### src/rtl/uart_tx_fifo.sv
// Buffered UART transmitter: valid/ready input into a FIFO, LSB-first serialiser
// with optional parity, 1 or 2 stop bits and a runtime bit-period divisor.
//
// state  | meaning
// IDLE   | line high, waiting for a queued word
// START  | start bit (0) for one bit period
// DATA   | DATA_BITS data bits, LSB first
// PARITY | parity bit (only reachable when PARITY != 0)
// STOP   | STOP_BITS stop bits (1); may pop the next word on its last clock
module uart_tx_fifo #(
    parameter int DATA_BITS  = 8,
    parameter int STOP_BITS  = 1,
    parameter int PARITY     = 0,
    parameter int FIFO_DEPTH = 16,
    parameter int DIV_WIDTH  = 16
) (
    input  logic                          clk,
    input  logic                          reset,
    input  logic [DIV_WIDTH-1:0]          baud_div,
    input  logic                          in_valid,
    output logic                          in_ready,
    input  logic [DATA_BITS-1:0]          in_data,
    output logic                          tx,
    output logic                          busy,
    output logic [$clog2(FIFO_DEPTH):0]   fifo_level
);

    localparam int PTR_W = $clog2(FIFO_DEPTH);
    localparam int LVL_W = PTR_W + 1;
    localparam int CNT_W = $clog2(DATA_BITS + 1);

    typedef enum logic [2:0] {
        S_IDLE,
        S_START,
        S_DATA,
        S_PARITY,
        S_STOP
    } state_t;

    state_t                state, state_n;
    logic [DATA_BITS-1:0]  mem [FIFO_DEPTH];
    logic [PTR_W-1:0]      wr_ptr, rd_ptr;
    logic [DATA_BITS-1:0]  head;
    logic [DATA_BITS-1:0]  shift, shift_n;
    logic                  par_bit, par_bit_n;
    logic [CNT_W-1:0]      bit_cnt, bit_cnt_n;
    logic [DIV_WIDTH-1:0]  baud_cnt, baud_cnt_n;
    logic [DIV_WIDTH-1:0]  div_q, div_n;
    logic                  tx_n;
    logic                  push, pop;
    logic                  bit_end;
    logic                  fifo_nonempty;

    assign in_ready      = (fifo_level != LVL_W'(FIFO_DEPTH));
    assign push          = in_valid && in_ready;
    assign fifo_nonempty = (fifo_level != '0);
    assign head          = mem[rd_ptr];
    assign bit_end       = (baud_cnt == div_q - DIV_WIDTH'(1));
    assign busy          = (state != S_IDLE) || fifo_nonempty;

    // FIFO storage: written on every accepted push, no reset needed for the data array
    always_ff @(posedge clk) begin
        if (push) begin
            mem[wr_ptr] <= in_data;
        end
    end

    // FIFO pointers and occupancy count; simultaneous push and pop keep the level
    always_ff @(posedge clk or posedge reset) begin
        if (reset) begin
            wr_ptr     <= '0;
            rd_ptr     <= '0;
            fifo_level <= '0;
        end else begin
            if (push) begin
                wr_ptr <= wr_ptr + PTR_W'(1);
            end
            if (pop) begin
                rd_ptr <= rd_ptr + PTR_W'(1);
            end
            case ({push, pop})
                2'b10:   fifo_level <= fifo_level + LVL_W'(1);
                2'b01:   fifo_level <= fifo_level - LVL_W'(1);
                default: fifo_level <= fifo_level;
            endcase
        end
    end

    // Serialiser state register; tx is registered so the line never glitches
    always_ff @(posedge clk or posedge reset) begin
        if (reset) begin
            state    <= S_IDLE;
            tx       <= 1'b1;
            shift    <= '0;
            par_bit  <= 1'b0;
            bit_cnt  <= '0;
            baud_cnt <= '0;
            div_q    <= '0;
        end else begin
            state    <= state_n;
            tx       <= tx_n;
            shift    <= shift_n;
            par_bit  <= par_bit_n;
            bit_cnt  <= bit_cnt_n;
            baud_cnt <= baud_cnt_n;
            div_q    <= div_n;
        end
    end

    // Next-state logic: bit sequencing, baud timing and the pop decision
    always_comb begin
        state_n    = state;
        tx_n       = tx;
        shift_n    = shift;
        par_bit_n  = par_bit;
        bit_cnt_n  = bit_cnt;
        baud_cnt_n = baud_cnt;
        div_n      = div_q;
        pop        = 1'b0;

        if (state != S_IDLE) begin
            baud_cnt_n = bit_end ? '0 : baud_cnt + DIV_WIDTH'(1);
        end

        case (state)
            S_IDLE: begin
                tx_n = 1'b1;
                if (fifo_nonempty) begin
                    pop = 1'b1;
                end
            end
            S_START: begin
                if (bit_end) begin
                    state_n   = S_DATA;
                    bit_cnt_n = '0;
                    tx_n      = shift[0];
                end
            end
            S_DATA: begin
                if (bit_end) begin
                    if (bit_cnt == CNT_W'(DATA_BITS - 1)) begin
                        bit_cnt_n = '0;
                        if (PARITY != 0) begin
                            state_n = S_PARITY;
                            tx_n    = par_bit;
                        end else begin
                            state_n = S_STOP;
                            tx_n    = 1'b1;
                        end
                    end else begin
                        bit_cnt_n = bit_cnt + CNT_W'(1);
                        shift_n   = shift >> 1;
                        tx_n      = shift[1];
                    end
                end
            end
            S_PARITY: begin
                if (bit_end) begin
                    state_n   = S_STOP;
                    bit_cnt_n = '0;
                    tx_n      = 1'b1;
                end
            end
            S_STOP: begin
                if (bit_end) begin
                    if (bit_cnt == CNT_W'(STOP_BITS - 1)) begin
                        if (fifo_nonempty) begin
                            pop = 1'b1;
                        end else begin
                            state_n   = S_IDLE;
                            bit_cnt_n = '0;
                            tx_n      = 1'b1;
                        end
                    end else begin
                        bit_cnt_n = bit_cnt + CNT_W'(1);
                    end
                end
            end
            default: begin
                state_n = S_IDLE;
                tx_n    = 1'b1;
            end
        endcase

        // A pop always starts a fresh frame: load the word, latch the divisor, start bit out
        if (pop) begin
            state_n    = S_START;
            shift_n    = head;
            par_bit_n  = (^head) ^ (PARITY == 1);
            div_n      = (baud_div < DIV_WIDTH'(2)) ? DIV_WIDTH'(2) : baud_div;
            baud_cnt_n = '0;
            bit_cnt_n  = '0;
            tx_n       = 1'b0;
        end
    end

endmodule

### config.mk
export PLATFORM = sky130hd
export DESIGN_NAME = uart_tx_fifo
export DESIGN_NICKNAME = d
export VERILOG_FILES = /design/src/rtl/uart_tx_fifo.sv
export SDC_FILE = /design/constraint.sdc
export NUM_CORES = 1
export LEC_CHECK = 0
export CAP_MARGIN = 0
export CORE_MARGIN = 4
export CORE_UTILIZATION = 23
export DETAILED_ROUTE_END_ITERATION = 8
export GPL_TIMING_DRIVEN = 0
export MAX_ROUTING_LAYER = met4
export PLACE_DENSITY = 0.37
export RECOVER_POWER = 100
export SYNTH_ARGS = -nofsm -noshare
export SYNTH_HDL_FRONTEND = slang
export SYNTH_SLANG_ARGS = --single-unit
export TNS_END_PERCENT = 30
### constraint.sdc
create_clock -name clk -period 5.07 [get_ports clk]
set_input_delay 0.507 -clock clk [delete_from_list [all_inputs] [get_ports clk]]
set_output_delay 0.507 -clock clk [all_outputs]
set_load 0.005 [all_outputs]
==> metrics.yaml <==
placed_design:
  portBuffers: 34
  dp_hpwl_mm: 14.62
  gpl.final_weighted_congestion: 0.7610
  dpl-instance-area_sq_mm: 0.009724
  placed_cells: 1115
layout:
  multi_input_area_sq_mm: 0.003114
  post-route-cell-area_sq_mm: 0.01023
  final_layout_size_suffix_gt1_share_pct: 17.84
  filler_cell_count: 3868
  syn_to_final_growth_pct: 17.25
  finish.cell_count_without_fillers: 1150
  final_util_pct: 27.22
  seq_area_sq_mm: 0.005371
  nets: 666
  antenna_cells_inserted: 0
hold_path:
  min_from: "div_q[15]"
  min_path_type: "flip-flop to flip-flop"
synth:
  ys_warn_count: 0
  synthesis.area_per_instance_sq_um: 15.33
  synth-seq-cells: 189
  synth_top_family_by_area: "multiplexers"
  netlist_cell_types: 63
  synth_largest_area_cell: "edfxtp_1"
  seq_area_frac_synth_pct: 61.57
  syn-instance-count: 569
  synth_xor_xnor_area_share_pct: 4.675
  synth_area_leaders: "edfxtp_1, dfrtp_1, mux4_2"
  synth_enable_flop_cells: 128
  mappedNetlistNets: 609
  synth-adder-area-share_pct: 1.864
  synth-compound-area-share_pct: 3.987
  synth-async-reset-ratio_pct: 32.28
  post_synthesis_share_of_cell_area_spent_on_and_or_nand_and_nor_gates_pct: 10.18
  synth.cell_area_sq_mm: 0.008725
  post-synth-top-area-fraction_pct: 44.06
  synth.area.mux_share_pct: 15.59
  synth_flop_cell: "edfxtp_1"
  synth.cells.most_frequent: "edfxtp_1, dfrtp_1, nor2_1"
  synthMostInstantiatedCell: "edfxtp_1"
setup_path:
  crit_start: "div_q[0]"
  critPathBufInv: 5
  crit_type: "flip-flop to flip-flop"
  crit_slowest_cell: "o2bb2ai_2"
  critPathCaptureType: "flip-flop"
  worstPathCellList: "inv_1, ha_1, nor4b_4, a221o_1, o311ai_0, o2bb2ai_2, nor4_4, buf_4, nor2_4, buf_8, inv_1, ha_1, clkbuf_1, xor2_1, ha_1, o21ai_0, a21oi_1, a21oi_1, xor2_1, nor2_1, xor2_1"
  crit_path_start_kind: "flip-flop"
  worst-path-max-fanout: 10
  worstPathRequired_ps: 5400
  worstPathArrival_ps: 4880
  timing.critical_path.slowest_cell_delay_ps: 450
  rr_startpoint: "div_q[0]"
  cp_top_family: "compound AO/OA/AOI/OAI gates"
floorplanning:
  ioPinCount: 35
  die_w_um: 202.8
  height_of_the_die_um: 202.8
  design.core.area_sq_mm: 0.03758
  design.die.area_sq_mm: 0.04111
  initial_core_util_pct: 23.22
  std_cell_rows: 71
sta:
  grt_setup_unrepaired: "false"
  max_slew_violation_count: 41
  final_worst_path_period_share_pct: 89.83
  fin_skew_ps: 14.45
  hold_viol: 0
  final.setup.tns_ps: 0
  period_needed_ps: 4554
  setup_viol_count_final: 0
  worst_pin_slew_ps: 2215
  max_freq_ghz: 0.2196
  max-slew-margin-rel_pct: -47.66
grt:
  grt_first_pass_wirelength_mm: 32.35
  antenna_violations_before_repair: 0
  global_route.usage.total_pct: 10.80
  grt_pass1_vias: 5250
  grt_max_degree: 40
  globalRoute.totalOverflow: 0
cts:
  tritoncts.num_buffers: 17
  post_cts_hold_buffer_count: 0
  cts_max_level: 4
  clock_latency_ps: 440
  clk_root_buffer_cell: "clkbuf_16"
  cts_tree: "built"
  cts_buffer_depth: 2
  worst_setup_hold_path_clk_slew_ps: 80
  clkSinkCount: 189
drt:
  iteration_count_of_the_initial_detailed_routing_pass: 4
  drt_first_iter_violations: 230
  num_vias: 4906
  routedWlPerCell_um: 18.13
  route.detailed.drc: 0
  drt_wl_total_mm: 20.85
  drt.antenna.violating_nets: 0
  routed_via_count_divided_by_cell_count: 4.266
pwr:
  switching_share_pct: 29.29
  pwr-share-seq_pct: 49.8
  leakage_uw: 0.003564
  switching_power_uw: 1137
  clock_power_share_pct: 34.2
  cellPowerDensity_mw_per_mm2: 379.4
  comb_power_share_pct: 16.0
  p_int_uw: 2744
  vdd_ir_drop_max_mv: 0.2078
  report.power.total_uw: 3881
status:
  run_status: "complete, but fails checks"
  violated_checks: "capacitance limit, slew limit"
run:
  cap_violations: 2
==> cell families (layout without fill, tap and decap cells) <==
logic type | Yosys count | in the layout
adders and majority gates | 13 | 13
and+or+nand+nor | 161 | 161
DFF | 189 | 189
xor gates and xnor gates | 45 | 45
muxes | 76 | 76
buffers and inverters | 40 | 110
AOI/OAI and AO/OA | 45 | 45
==> state kept, by name, summed over array words and instances, names as in the netlist <==
register and cells:
mem 128, wr_ptr 4, tx 1, baud_cnt 16
fifo_level 5, rd_ptr 4, state 3, div_q 16
shift 8, bit_cnt 4
==> placed cells by master (no fill, tap or decap), types with 4 or more instances in the layout <==
cell             count
mux4_2              40
nor2_1              42
nor3_1              17
clkinv_4             4
edfxtp_1           128
dfrtp_1             60
mux2_1              13
or4_1                7
nand3b_1             4
nor4_1               8
dlygate4sd3_1       17
xnor2_1             20
nand4_1              8
nand2_1             24
a21oi_1              9
xor2_1              24
inv_1               15
ha_1                13
mux2_4               4
clkdlybuf4s50_1     17
inv_8                7
o21ai_0             10
nor3b_1              4
clkbuf_16           17
and3_1               7
clkbuf_1            17
nand2b_1             8
nand3_1             15
buf_1                5
mux2_2              17
==> per-stage QoR <==
stage | hold WS (ps) | worst slack, ps
floorplan | 499.5 | 922.0
global placement | 525.0 | 181.2
detailed placement | 534.4 | 76.14
CTS | 483.1 | 48.12
global route | 574.0 | 114.8
finish | 553.4 | 515.7
==> what timing repair did <==
| action | CTS | global route |
|---|---|---|
| setup endpoints to repair | 0 | 1 |
| buffers inserted | 0 | 3 |
| gates resized for setup | 0 | 2 |
==> final cells by class <==
| type | instances | area share [%] |
|---|---|---|
| inverters | 15 | 0.5504 |
| clock buffers | 18 | 4.195 |
| plain buffers | 25 | 1.076 |
| multi-input cells | 340 | 30.44 |
| flip-flops and latches | 189 | 52.51 |
| clock inverters | 14 | 1.394 |
| well taps | 511 | 6.250 |
| repair buffers | 38 | 3.584 |
==> worst paths after layout <==
kind                                      end  slack, ps  depth (start not counted)
max in group asynchronous            shift[5]       1730                          3
min in group asynchronous       fifo_level[1]        740                          2
worst min-delay path                div_q[15]        550                          1
worst max-delay path            fifo_level[4]        520                         21
worst max register to register  fifo_level[4]        520                         21
worst min register to register      div_q[15]        550                          1
==> power groups by stage <==
stage | clock [uW] | combinational (uW) | sequential, uW
global placement | 0 | 634 | 1970
finish | 1330 | 620 | 1930
floorplan | 0 | 412 | 1930
CTS | 1370 | 653 | 1940
detailed placement | 0 | 652 | 1970
global route | 1430 | 694 | 1960
==> per-layer routing <==
layer | track usage, % | wire (um) | up-vias
li1 | - | - | 2301
met1 | 13.54 | 9184 | 2525
met2 | 18.15 | 10890 | 66
met3 | 1.933 | 531 | 14
met4 | 2.910 | 245 | 0
met5 | - | 0 | -
No activity file was read; power rests on OpenSTA's default activity.
